### src/rtl/mem_lsu_if.sv
// rtl/mem_lsu_if.sv - data-bus handshake between the load/store unit and the memory slave
interface mem_lsu_if;
   logic        dbus_req;
   logic        dbus_we;
   logic [31:0] dbus_addr;
   logic [3:0]  dbus_sel;
   logic [31:0] dbus_wdata;
   logic        dbus_ack;
   logic [31:0] dbus_rdata;

   modport master (
      output dbus_req, dbus_we, dbus_addr, dbus_sel, dbus_wdata,
      input  dbus_ack, dbus_rdata
   );

   modport slave (
      input  dbus_req, dbus_we, dbus_addr, dbus_sel, dbus_wdata,
      output dbus_ack, dbus_rdata
   );
endinterface

### src/rtl/mem_lsu.sv
// rtl/mem_lsu.sv - MEM-stage load/store unit with big-endian byte lanes and a stalling bus FSM
module mem_lsu (
   input  logic        clk,
   input  logic        rst,
   input  logic [4:0]  ex_wd,
   input  logic        ex_wreg,
   input  logic [31:0] ex_wdata,
   input  logic [3:0]  mem_op,
   input  logic [31:0] mem_addr,
   input  logic [31:0] store_data,
   output logic [4:0]  mem_wd,
   output logic        mem_wreg,
   output logic [31:0] mem_wdata,
   mem_lsu_if.master   bus,
   output logic        stallreq,
   output logic        addr_err
);

   localparam logic [3:0] OP_LB  = 4'd1;
   localparam logic [3:0] OP_LBU = 4'd2;
   localparam logic [3:0] OP_LH  = 4'd3;
   localparam logic [3:0] OP_LHU = 4'd4;
   localparam logic [3:0] OP_LW  = 4'd5;
   localparam logic [3:0] OP_SB  = 4'd6;
   localparam logic [3:0] OP_SH  = 4'd7;
   localparam logic [3:0] OP_SW  = 4'd8;

   localparam logic [1:0] SZ_B = 2'd0;
   localparam logic [1:0] SZ_H = 2'd1;
   localparam logic [1:0] SZ_W = 2'd2;

   typedef enum logic [1:0] {IDLE, BUSY, DONE} state_t;

   state_t      state_q, state_d;
   logic [3:0]  op_q;
   logic [31:0] addr_q;
   logic [31:0] sd_q;
   logic [4:0]  wd_q;
   logic        wreg_q;
   logic [31:0] cap_q;

   logic [3:0]  op_c;
   logic [31:0] addr_c;
   logic [31:0] sd_c;
   logic [1:0]  off;
   logic        is_load, is_store, is_mem, sgn, misalign, go;
   logic [1:0]  size;
   logic [3:0]  lane_sel;
   logic [31:0] lane_wdata;
   logic [7:0]  ld_byte;
   logic [15:0] ld_half;
   logic [31:0] load_val;

   logic        req;
   logic        we;
   logic [31:0] baddr;
   logic [3:0]  bsel;
   logic [31:0] bwdata;

   // Once a transaction is launched everything is driven from the latched copy.
   always_comb begin
      if (state_q == IDLE) begin
         op_c   = mem_op;
         addr_c = mem_addr;
         sd_c   = store_data;
      end else begin
         op_c   = op_q;
         addr_c = addr_q;
         sd_c   = sd_q;
      end
   end

   assign off = addr_c[1:0];

   always_comb begin
      is_load  = 1'b0;
      is_store = 1'b0;
      size     = SZ_B;
      sgn      = 1'b0;
      case (op_c)
         OP_LB:   begin is_load  = 1'b1; size = SZ_B; sgn = 1'b1; end
         OP_LBU:  begin is_load  = 1'b1; size = SZ_B;             end
         OP_LH:   begin is_load  = 1'b1; size = SZ_H; sgn = 1'b1; end
         OP_LHU:  begin is_load  = 1'b1; size = SZ_H;             end
         OP_LW:   begin is_load  = 1'b1; size = SZ_W;             end
         OP_SB:   begin is_store = 1'b1; size = SZ_B;             end
         OP_SH:   begin is_store = 1'b1; size = SZ_H;             end
         OP_SW:   begin is_store = 1'b1; size = SZ_W;             end
         default: ;
      endcase
   end

   assign is_mem   = is_load | is_store;
   assign misalign = is_mem && (((size == SZ_H) && off[0]) ||
                                ((size == SZ_W) && (off != 2'b00)));
   assign go       = (state_q == IDLE) && is_mem && !misalign;

   // Byte lane 0 of the word is bits 31:24 (big-endian).
   always_comb begin
      lane_sel   = 4'b1111;
      lane_wdata = sd_c;
      case (size)
         SZ_B: begin
            lane_sel   = 4'b1000 >> off;
            lane_wdata = {4{sd_c[7:0]}};
         end
         SZ_H: begin
            lane_sel   = off[1] ? 4'b0011 : 4'b1100;
            lane_wdata = {2{sd_c[15:0]}};
         end
         default: ;
      endcase
   end

   always_comb begin
      ld_byte = cap_q[31:24];
      case (addr_q[1:0])
         2'b00:   ld_byte = cap_q[31:24];
         2'b01:   ld_byte = cap_q[23:16];
         2'b10:   ld_byte = cap_q[15:8];
         default: ld_byte = cap_q[7:0];
      endcase
      ld_half = addr_q[1] ? cap_q[15:0] : cap_q[31:16];
      case (size)
         SZ_B:    load_val = {{24{sgn & ld_byte[7]}}, ld_byte};
         SZ_H:    load_val = {{16{sgn & ld_half[15]}}, ld_half};
         default: load_val = cap_q;
      endcase
   end

   always_ff @(posedge clk or negedge rst) begin
      if (!rst) begin
         state_q <= IDLE;
      end else begin
         state_q <= state_d;
      end
   end

   always_comb begin
      state_d = state_q;
      case (state_q)
         IDLE:    if (go) state_d = bus.dbus_ack ? DONE : BUSY;
         BUSY:    if (bus.dbus_ack) state_d = DONE;
         DONE:    state_d = IDLE;
         default: state_d = IDLE;
      endcase
   end

   always_comb begin
      req       = 1'b0;
      we        = 1'b0;
      baddr     = 32'd0;
      bsel      = 4'd0;
      bwdata    = 32'd0;
      stallreq  = 1'b0;
      addr_err  = 1'b0;
      mem_wd    = 5'd0;
      mem_wreg  = 1'b0;
      mem_wdata = 32'd0;
      if (rst) begin
         case (state_q)
            IDLE: begin
               if (!is_mem) begin
                  mem_wd    = ex_wd;
                  mem_wreg  = ex_wreg;
                  mem_wdata = ex_wdata;
               end else if (misalign) begin
                  addr_err = 1'b1;
               end else begin
                  req      = 1'b1;
                  stallreq = 1'b1;
                  we       = is_store;
                  baddr    = {addr_c[31:2], 2'b00};
                  bsel     = lane_sel;
                  bwdata   = is_store ? lane_wdata : 32'd0;
               end
            end
            BUSY: begin
               req      = 1'b1;
               stallreq = 1'b1;
               we       = is_store;
               baddr    = {addr_c[31:2], 2'b00};
               bsel     = lane_sel;
               bwdata   = is_store ? lane_wdata : 32'd0;
            end
            DONE: begin
               if (is_load) begin
                  mem_wd    = wd_q;
                  mem_wreg  = wreg_q;
                  mem_wdata = load_val;
               end
            end
            default: ;
         endcase
      end
   end

   // Launch latch and read-data capture; ack only counts while a request is out.
   always_ff @(posedge clk or negedge rst) begin
      if (!rst) begin
         op_q   <= 4'd0;
         addr_q <= 32'd0;
         sd_q   <= 32'd0;
         wd_q   <= 5'd0;
         wreg_q <= 1'b0;
         cap_q  <= 32'd0;
      end else begin
         if (go) begin
            op_q   <= mem_op;
            addr_q <= mem_addr;
            sd_q   <= store_data;
            wd_q   <= ex_wd;
            wreg_q <= ex_wreg;
         end
         if (req && bus.dbus_ack) begin
            cap_q <= bus.dbus_rdata;
         end
      end
   end

   assign bus.dbus_req   = req;
   assign bus.dbus_we    = we;
   assign bus.dbus_addr  = baddr;
   assign bus.dbus_sel   = bsel;
   assign bus.dbus_wdata = bwdata;

endmodule

### src/flat_wrapper.sv
// flat-port wrapper written by rule: the top's interface ports become plain ports
module mem_lsu_flat 
  (clk, rst, ex_wd, ex_wreg, ex_wdata, mem_op, mem_addr, store_data, mem_wd, mem_wreg, mem_wdata, stallreq, addr_err, bus_dbus_req, bus_dbus_we, bus_dbus_addr, bus_dbus_sel, bus_dbus_wdata, bus_dbus_ack, bus_dbus_rdata);
  mem_lsu_if bus_i ();
  input  logic clk;
  input  logic rst;
  input  logic [4:0] ex_wd;
  input  logic ex_wreg;
  input  logic [31:0] ex_wdata;
  input  logic [3:0] mem_op;
  input  logic [31:0] mem_addr;
  input  logic [31:0] store_data;
  output logic [4:0] mem_wd;
  output logic mem_wreg;
  output logic [31:0] mem_wdata;
  output logic stallreq;
  output logic addr_err;
  output wire logic [$bits(bus_i.dbus_req)-1:0] bus_dbus_req;
  output wire logic [$bits(bus_i.dbus_we)-1:0] bus_dbus_we;
  output wire logic [$bits(bus_i.dbus_addr)-1:0] bus_dbus_addr;
  output wire logic [$bits(bus_i.dbus_sel)-1:0] bus_dbus_sel;
  output wire logic [$bits(bus_i.dbus_wdata)-1:0] bus_dbus_wdata;
  input wire logic [$bits(bus_i.dbus_ack)-1:0] bus_dbus_ack;
  input wire logic [$bits(bus_i.dbus_rdata)-1:0] bus_dbus_rdata;
  assign bus_dbus_req = bus_i.dbus_req;
  assign bus_dbus_we = bus_i.dbus_we;
  assign bus_dbus_addr = bus_i.dbus_addr;
  assign bus_dbus_sel = bus_i.dbus_sel;
  assign bus_dbus_wdata = bus_i.dbus_wdata;
  assign bus_i.dbus_ack = bus_dbus_ack;
  assign bus_i.dbus_rdata = bus_dbus_rdata;
  mem_lsu u_core (.clk(clk), .rst(rst), .ex_wd(ex_wd), .ex_wreg(ex_wreg), .ex_wdata(ex_wdata), .mem_op(mem_op), .mem_addr(mem_addr), .store_data(store_data), .mem_wd(mem_wd), .mem_wreg(mem_wreg), .mem_wdata(mem_wdata), .bus(bus_i), .stallreq(stallreq), .addr_err(addr_err));
endmodule
### config.mk
export PLATFORM = sky130hd
export DESIGN_NAME = mem_lsu_flat
export DESIGN_NICKNAME = d
export VERILOG_FILES = /design/src/rtl/mem_lsu_if.sv /design/src/rtl/mem_lsu.sv /design/src/flat_wrapper.sv
export SDC_FILE = /design/constraint.sdc
export NUM_CORES = 1
export LEC_CHECK = 0
export BUFFER_PORTS_ARGS = -buffer_cell sky130_fd_sc_hd__buf_2
export CORE_MARGIN = 2
export CORE_UTILIZATION = 52
export CTS_BUF_LIST = sky130_fd_sc_hd__clkbuf_4
export CTS_CLUSTER_SIZE = 12
export DETAILED_ROUTE_END_ITERATION = 16
export PLACE_DENSITY = 0.83
export RECOVER_POWER = 25
export SYNTH_ARGS = -nofsm -noshare
export SYNTH_HDL_FRONTEND = slang
export SYNTH_SLANG_ARGS = --single-unit
### constraint.sdc
create_clock -name clk -period 2.7 [get_ports clk]
set_input_delay 0.27 -clock clk [delete_from_list [all_inputs] [get_ports clk]]
set_output_delay 0.27 -clock clk [all_outputs]
set_load 0.01 [all_outputs]
==> results of run 1 <==
[logic make-up (layout without fill, tap and decap cells)]
logic type      count (synthesis)  count (layout)  share of synthesized area
buf+inv                        67             470                     0.0525
xor+xnor                        3               3                    0.00384
other cells                     1               3                   0.000548
simple gates                  271             271                      0.171
flops                         108             108                      0.395
compound gates                154             154                      0.145
mux                           133             133                      0.232
[worst max-delay path by stage]
stage	startpoint	depth (start not counted)	end	slack, ns
floorplan	u_core.state_q[0]	10	stallreq	0.11
global placement	u_core.state_q[1]	10	bus_dbus_addr[31]	0.08
detailed placement	u_core.state_q[1]	9	mem_wdata[24]	0.04
CTS	u_core.state_q[0]	11	bus_dbus_sel[0]	-0.41
global route	u_core.state_q[0]	11	bus_dbus_wdata[20]	-0.64
finish	u_core.state_q[1]	10	bus_dbus_wdata[27]	-0.54
[critical path, stage by stage (launching register included)]
cell,delay (ns)
dfrtp_1,0.47
buf_12,0.17
nor4b_1,0.34
a31oi_1,0.12
o21a_1,0.21
nor2_1,0.25
o21ai_4,0.13
buf_6,0.16
buf_16,0.14
nor3_1,0.28
buf_2,0.19
[flip-flops by register name, summed over array words and instances, names as in the netlist]
name and flops:
u_core.addr_q 32, u_core.cap_q 32, u_core.sd_q 32, u_core.wd_q 5, u_core.op_q 4, u_core.state_q 2
u_core.wreg_q 1
[per-stage QoR]
step	util	cells	hold WS, ns	total power, uW
floorplan	-	738	-0.0256	6130
global placement	0.658	1131	0.183	7370
detailed placement	0.658	1131	0.184	7500
CTS	0.810	1291	0.000959	9140
global route	0.860	1314	0.00257	10900
finish	0.860	1314	0.0480	10500
[metal layers]
layer | vias up | part of all wire
met4 | 0 | 0.099
li1 | 3373 | -
met5 | - | 0
met3 | 292 | 0.10
met1 | 3921 | 0.32
met2 | 816 | 0.47
[timing repair]
action,CTS,global route
gates resized for setup,87,80
setup buffers,32,10
setup endpoints to repair,108,188
gates cloned,12,14
pin swaps,26,18
hold endpoints to repair,118,2
hold buffers,101,2
[cell usage after synthesis, types with 7 or more instances]
library cell    n  area [um2]
nand2_1       157         589
dfrtp_1       108        2700
mux2_2         84         946
nor2_1         48         180
o21ai_0        43         215
a21oi_1        39         195
clkbuf_1       33         124
mux2_4         30         450
a211oi_1       23         173
nor3_1         21         105
mux2i_1        19         190
and2_1         17         106
buf_2          11        55.1
buf_6          10         113
o22ai_1         9        56.3
a21o_1          8        60.1
nand3_1         8        40.0
o31ai_1         7        52.6
[area by class of cell]
class	count	area (um2)	share of cell area
Clock buffer	9	67.6	0.00618
Tap cell	172	215	0.0197
Inverter	6	22.5	0.00206
Multi-Input combinational cell	563	4200	0.384
Sequential cell	108	2700	0.247
Timing Repair Buffer	448	3660	0.335
Clock inverter	7	66.3	0.00606
Antenna cell	1	2.50	0.000229
[power by group]
group	internal [uW]	switching, uW
combinational	3170	3320
clock	210	624
sequential	2430	787
==> results.py, run 1 <==
metrics = {
    "route": {
        "drt_iter0_drc": 1093,
        "via_per_inst": 6.39,
        "drc": 0,
        "wl_um": 32600,
        "vias": 8402,
        "routedWlPerCell_um": 24.8,
        "firstDrtPassIters": 7,
        "ant_nets": 0,
    },
    "synth": {
        "syn_area_um2": 6840,
        "synth_edf_count": 0,
        "synth_cells": 737,
        "seq_area_frac_synth": 0.395,
        "yosysUniqueCellTypes": 48,
        "synth_flop_cell": "dfrtp_1",
        "synth_warnings": 0,
        "yosys_register_bits": 108,
        "async_reset_ff_frac": 1.00,
        "syn_area_per_cell_um2": 9.29,
    },
    "finish": {
        "final_nets": 1277,
        "area_delta_synth_final_pct": 59.8,
        "final_area_um2": 10900,
        "layout_common_cells": "buf_2 (244), nand2_1 (134), dfrtp_1 (108), dlygate4sd3_1 (103), mux2_2 (80)",
        "fillers": 594,
        "final_common_cell": "buf_2",
        "final_layout_size_suffix_gt1_frac": 0.483,
    },
    "hold_path": {
        "hold_path.class": "input pin to flop",
        "hp-start": "store_data[29]",
        "hold_depth": 2,
        "min_to": "u_core.sd_q[29]",
    },
    "clock_network": {
        "htree_levels": 3,
        "cts_root_buffer": "clkbuf_4",
        "clock-sinks": 108,
        "cts_buffers": 9,
        "cts_tree": "built",
        "clk_path_buf_depth": 2,
        "clk_latency_ns": 0.53,
        "cts.clk_slew.worst_paths_ns": 0.17,
    },
    "grt": {
        "top_usage_layer": "met2",
        "gr-usage-all-layers": 0.379,
        "grt_util_met3": 0.0907,
        "grtUsageMet1": 0.416,
        "grt_max_degree": 66,
        "antenna_found_initial": 1,
        "grt_overflow": 0,
        "grt_pass1_wl_um": 42000,
        "grt_util_met2": 0.668,
        "grt_pass1_vias": 7978,
    },
    "worst_setup_path": {
        "r2r_slack_ns": -0.24,
        "reg2reg_depth": 11,
        "critPathLaunchType": "flop",
        "r2r-end": "u_core.sd_q[30]",
        "required_ns": 2.43,
        "cp-end-kind": "output port",
        "worstPathArrival_ns": 2.97,
        "crit_path_max_fanout": 8,
        "path_class": "flop to output port",
        "r2r-start": "u_core.state_q[1]",
    },
    "timing": {
        "rsz0062_at_grt": "yes",
        "slew_headroom": 0.423,
        "worst_pin_slew_ns": 0.865,
        "fin_crit_sh": 1.20,
        "slew_viol_final": 0,
        "finalClockSkew_ns": 0.0270,
        "hold_viol_final": 0,
        "fmax_ghz": 0.309,
        "fin_ws_ns": -0.537,
        "timing.setup.tns_ns": -60.01,
        "setup_viol": 183,
        "period_needed_ns": 3.24,
    },
    "floorplan": {
        "initial_core_util": 0.538,
        "num_rows": 41,
        "dieArea_um2": 14100,
        "die_h_um": 119,
        "num_io_pins": 251,
        "dieWidth_um": 119,
        "core_um2": 12700,
    },
    "pwr": {
        "vdd_drop_max_mv": 0.758,
        "p_leak_uw": 0.00538,
        "p_per_area_nw_per_um2": 964,
    },
    "outcome": {
        "status": "complete, but fails checks",
        "violations": "setup timing",
    },
    "placed_design": {
        "dp_hpwl_um": 14100,
        "placed_area_um2": 8370,
        "gp_congestion": 0.909,
        "pre_cts_slack_ns": 0.0413,
        "numPortBuffers": 248,
    },
    "job": {
        "max-cap-violations": 0,
    },
}
(Power assumes the default switching activity.)
==> run 2: changes to the inputs <==
--- a/constraint.sdc
+++ b/constraint.sdc
@@ -3,2 +3,2 @@
 set_output_delay 0.27 -clock clk [all_outputs]
-set_load 0.01 [all_outputs]
+set_load 0.02 [all_outputs]
==> run 2 against run 1 <==
Net effect: the run now fails in 5_1_grt; synthesized cell count did not move; synthesized area did not move.
==> results.py, run 2 <==
metrics = {
    "placed_design": {
        "placed_area_um2": 8360,
        "dp_hpwl_um": 14800,
        "numPortBuffers": 248,
        "pre_cts_slack_ns": -0.193,
        "gp_congestion": 0.868,
        "dp.cells": 1134,
    },
    "timing": {
        "worst_endpoint_kind": "primary output",
        "grt-worst-endpoint": "mem_wdata[18]",
    },
    "synth": {
        "syn_area_per_cell_um2": 9.29,
        "synth_flop_cell": "dfrtp_1",
        "yosysMostFrequentCell": "nand2_1",
        "synth_cells": 737,
        "synth_commonest_cells": "nand2_1 (157), dfrtp_1 (108), mux2_2 (84), nor2_1 (48), o21ai_0 (43)",
        "async_reset_ff_frac": 1.00,
        "syn_area_um2": 6840,
        "synth_warnings": 0,
        "synth_area_leaders": "dfrtp_1 (39%), mux2_2 (14%), nand2_1 (8.6%), mux2_4 (6.6%), o21ai_0 (3.1%)",
        "yosys_register_bits": 108,
        "synth.top_cell.area_share": 0.395,
        "synth_top_area_cell": "dfrtp_1",
        "yosysUniqueCellTypes": 48,
        "synth_edf_count": 0,
        "seq_area_frac_synth": 0.395,
    },
    "floorplan": {
        "num_rows": 41,
        "die_h_um": 119,
        "dieWidth_um": 119,
        "initial_core_util": 0.538,
        "num_io_pins": 251,
    },
    "clock_network": {
        "clk_path_buf_depth": 2,
        "clock-sinks": 108,
        "cts_buffers": 9,
        "htree_levels": 3,
        "cts_root_buffer": "clkbuf_4",
    },
    "outcome": {
        "status": "did not finish",
        "lastStage": "5_1_grt",
        "stop_error": "[ERROR GRT-0232] Routing congestion too high. Check the congestion heatmap in the GUI.",
    },
    "grt": {
        "grt_overflow": 42,
        "grt_max_degree": 50,
        "antenna_found_initial": 3,
        "gr-usage-all-layers": 0.725,
    },
}
[run 2: kinds of logic after synthesis]
| family | share of synthesized area |
|---|---|
| other | 0.000548 |
| xor gates and xnor gates | 0.00384 |
| AOI/OAI and AO/OA | 0.145 |
| buffers and inverters | 0.0525 |
| DFF | 0.395 |
| muxes | 0.232 |
| and+or+nand+nor | 0.171 |
[run 2: timing repair]
item	in CTS
hold endpoints to repair	125
hold buffers	102
buffers inserted	22
gates resized for setup	138
cloned	9
pin swaps	22
setup endpoints to repair	140
[run 2: metrics by stage]
step           setup TNS, ns  hold WS [ns]
2_1_floorplan              0       -0.0256
3_3_place_gp          -0.925         0.165
3_5_place_dp           -2.76         0.163
4_1_cts               -39.24       0.00755
[run 2: routing by layer]
layer / GRT overflow / global-route usage
met5: 0 / 0.00735
met4: 18 / 0.740
met3: 1 / 0.541
met2: 23 / 0.928
met1: 0 / 0.721
==> run 3: changes to the inputs <==
CORE_UTILIZATION = 40   (was 52)
CTS_BUF_LIST = default   (was sky130_fd_sc_hd__clkbuf_4)
CTS_CLUSTER_SIZE = default   (was 12)
PLACE_DENSITY = default   (was 0.83)
PLACE_DENSITY_LB_ADDON = 0.15   (was default)
==> run 3 against run 2 <==
Net effect: the flow now finishes, with violations (setup timing).
==> results.py, run 3 (same netlist as run 1, synthesis figures left out) <==
metrics = {
    "clock_network": {
        "cts_tree": "built",
        "clk_path_buf_depth": 2,
        "htree_levels": 3,
        "clock-sinks": 108,
        "cts_root_buffer": "clkbuf_16",
        "cts_buffers": 9,
        "clk_latency_ns": 0.36,
        "cts.clk_slew.worst_paths_ns": 0.07,
    },
    "timing": {
        "slew_headroom": 0.284,
        "hold_slack_ns": 0.0891,
        "fmax_ghz": 0.339,
        "setup_viol": 138,
        "rsz0062_at_grt": "yes",
        "slew_viol_final": 0,
        "hold_viol_final": 0,
        "fin_crit_sh": 1.09,
        "fin_ws_ns": -0.247,
        "finalClockSkew_ns": 0.0135,
        "period_needed_ns": 2.95,
        "worst_pin_slew_ns": 1.07,
    },
    "job": {
        "max-cap-violations": 0,
    },
    "pwr": {
        "p_seq_frac": 0.305,
        "p_per_area_nw_per_um2": 1000,
        "vdd_drop_max_mv": 0.471,
        "power_uw": 9920,
        "switching_share": 0.423,
        "p_comb_frac": 0.567,
        "p_int_uw": 5730,
        "clkPwrFrac": 0.128,
        "p_leak_uw": 0.00478,
        "power_switching_uw": 4200,
    },
    "worst_setup_path": {
        "crit_chain": "buf_6 -> nor4b_4 -> a31oi_4 -> o31a_1 -> or2_4 -> buf_6 -> o21ai_4 -> buf_6 -> clkbuf_16 -> nor2_1 -> buf_4",
        "crit_buf_inv": 5,
        "max_stage_delay_ns": 0.44,
        "worstPathArrival_ns": 2.68,
        "cp-end-kind": "output port",
        "crit_slowest_cell": "dfrtp_2",
        "cpMostUsedCell": "buf_6",
        "r2r_slack_ns": -0.11,
        "critPathLaunchType": "flop",
        "crit_path_max_fanout": 8,
        "required_ns": 2.43,
        "critPathTopFamily": "buffers and inverters",
        "path_class": "flop to output port",
    },
    "grt": {
        "gr-usage-all-layers": 0.229,
        "grt_pass1_wl_um": 32900,
        "grt_max_degree": 48,
        "grt_overflow": 0,
        "grt_pass1_vias": 6250,
        "antenna_found_initial": 3,
    },
    "route": {
        "ant_nets": 0,
        "via_per_inst": 5.21,
        "drt_iter0_drc": 300,
        "wl_um": 22200,
        "drc": 0,
        "routedWlPerCell_um": 18.0,
        "vias": 6429,
        "firstDrtPassIters": 4,
    },
    "finish": {
        "area_delta_synth_final_pct": 44.9,
        "final_nets": 1147,
        "layout_common_cells": "buf_2 (187), nand2_1 (133), dfrtp_1 (107), mux2_2 (84), buf_4 (68)",
        "fillers": 1442,
        "top_regs": "u_core.addr_q x32, u_core.cap_q x32, u_core.sd_q x32",
        "final_layout_size_suffix_gt1_frac": 0.535,
        "final_common_cell": "buf_2",
    },
    "outcome": {
        "status": "complete, but fails checks",
        "violations": "setup timing",
    },
    "placed_design": {
        "numPortBuffers": 248,
        "gp_congestion": 0.804,
        "dp_hpwl_um": 14500,
    },
    "floorplan": {
        "dieWidth_um": 135,
        "num_rows": 47,
        "initial_core_util": 0.411,
        "num_io_pins": 251,
        "die_h_um": 135,
        "core_um2": 16600,
        "dieArea_um2": 18200,
    },
    "hold_path": {
        "hold_path.class": "input pin to flop",
    },
}
[run 3: path summary, 6_finish.rpt]
| path | start | endpoint | cells after the start |
|---|---|---|---|
| hold reg to reg | u_core.sd_q[23] | u_core.sd_q[23] | 1 |
| min in group asynchronous | rst | u_core.op_q[1] | 2 |
| setup reg to reg | u_core.state_q[0] | u_core.cap_q[0] | 8 |
| hold / removal | bus_dbus_ack | u_core.state_q[0] | 2 |
| max in group asynchronous | rst | u_core.sd_q[29] | 3 |
| setup / recovery | u_core.state_q[0] | bus_dbus_wdata[3] | 11 |
[run 3: final cells by class]
cell class / count / area, um2 / share of cell area
antenna: 2 / 5.00 / 0.000505
clock buffer: 9 / 225 / 0.0227
clock inverter: 7 / 51.3 / 0.00517
inverter: 6 / 22.5 / 0.00227
multi-input combinational: 563 / 4330 / 0.437
sequential: 108 / 2700 / 0.273
tap: 220 / 275 / 0.0278
timing repair buffer: 318 / 2300 / 0.232
[run 3: timing repair]
| action | CTS | global route |
|---|---|---|
| endpoints found under the setup margin | 108 | 140 |
| buffers inserted | 8 | 7 |
| pin swaps | 14 | 36 |
| gates resized for setup | 60 | 194 |
| hold buffers | 1 | 0 |
| endpoints found under the hold margin | 6 | 0 |
| gates cloned | 3 | 7 |
[run 3: power by group through the flow]
stage	Combinational, uW	Sequential [uW]	Clock (uW)
final	5620	3030	1270
after global routing	6080	3110	1380
after CTS	5120	3000	1320
after detailed placement	4790	3020	0
after global placement	4750	3000	0
after floorplan	3520	2820	0
[run 3: routing by layer]
metal | GRT usage | wire (um) | vias to the layer above
met5 | 0 | 0 | -
met4 | 0.0538 | 240 | 0
met3 | 0.0702 | 1740 | 16
met2 | 0.381 | 10900 | 234
met1 | 0.292 | 9290 | 3075
li1 | - | - | 3104
[run 3: stage by stage]
stage / cells / cell area, um2 / util / worst slack (ns) / TNS, ns
floorplan: 738 / 6850 / - / 0.00259 / 0
global placement: 1192 / 8500 / 0.511 / 0.0359 / 0
detailed placement: 1192 / 8500 / 0.511 / -0.0211 / -0.0354
CTS: 1220 / 9180 / 0.551 / -0.246 / -22.45
global route: 1233 / 9920 / 0.596 / -0.364 / -40.06
finish: 1233 / 9920 / 0.596 / -0.247 / -21.30
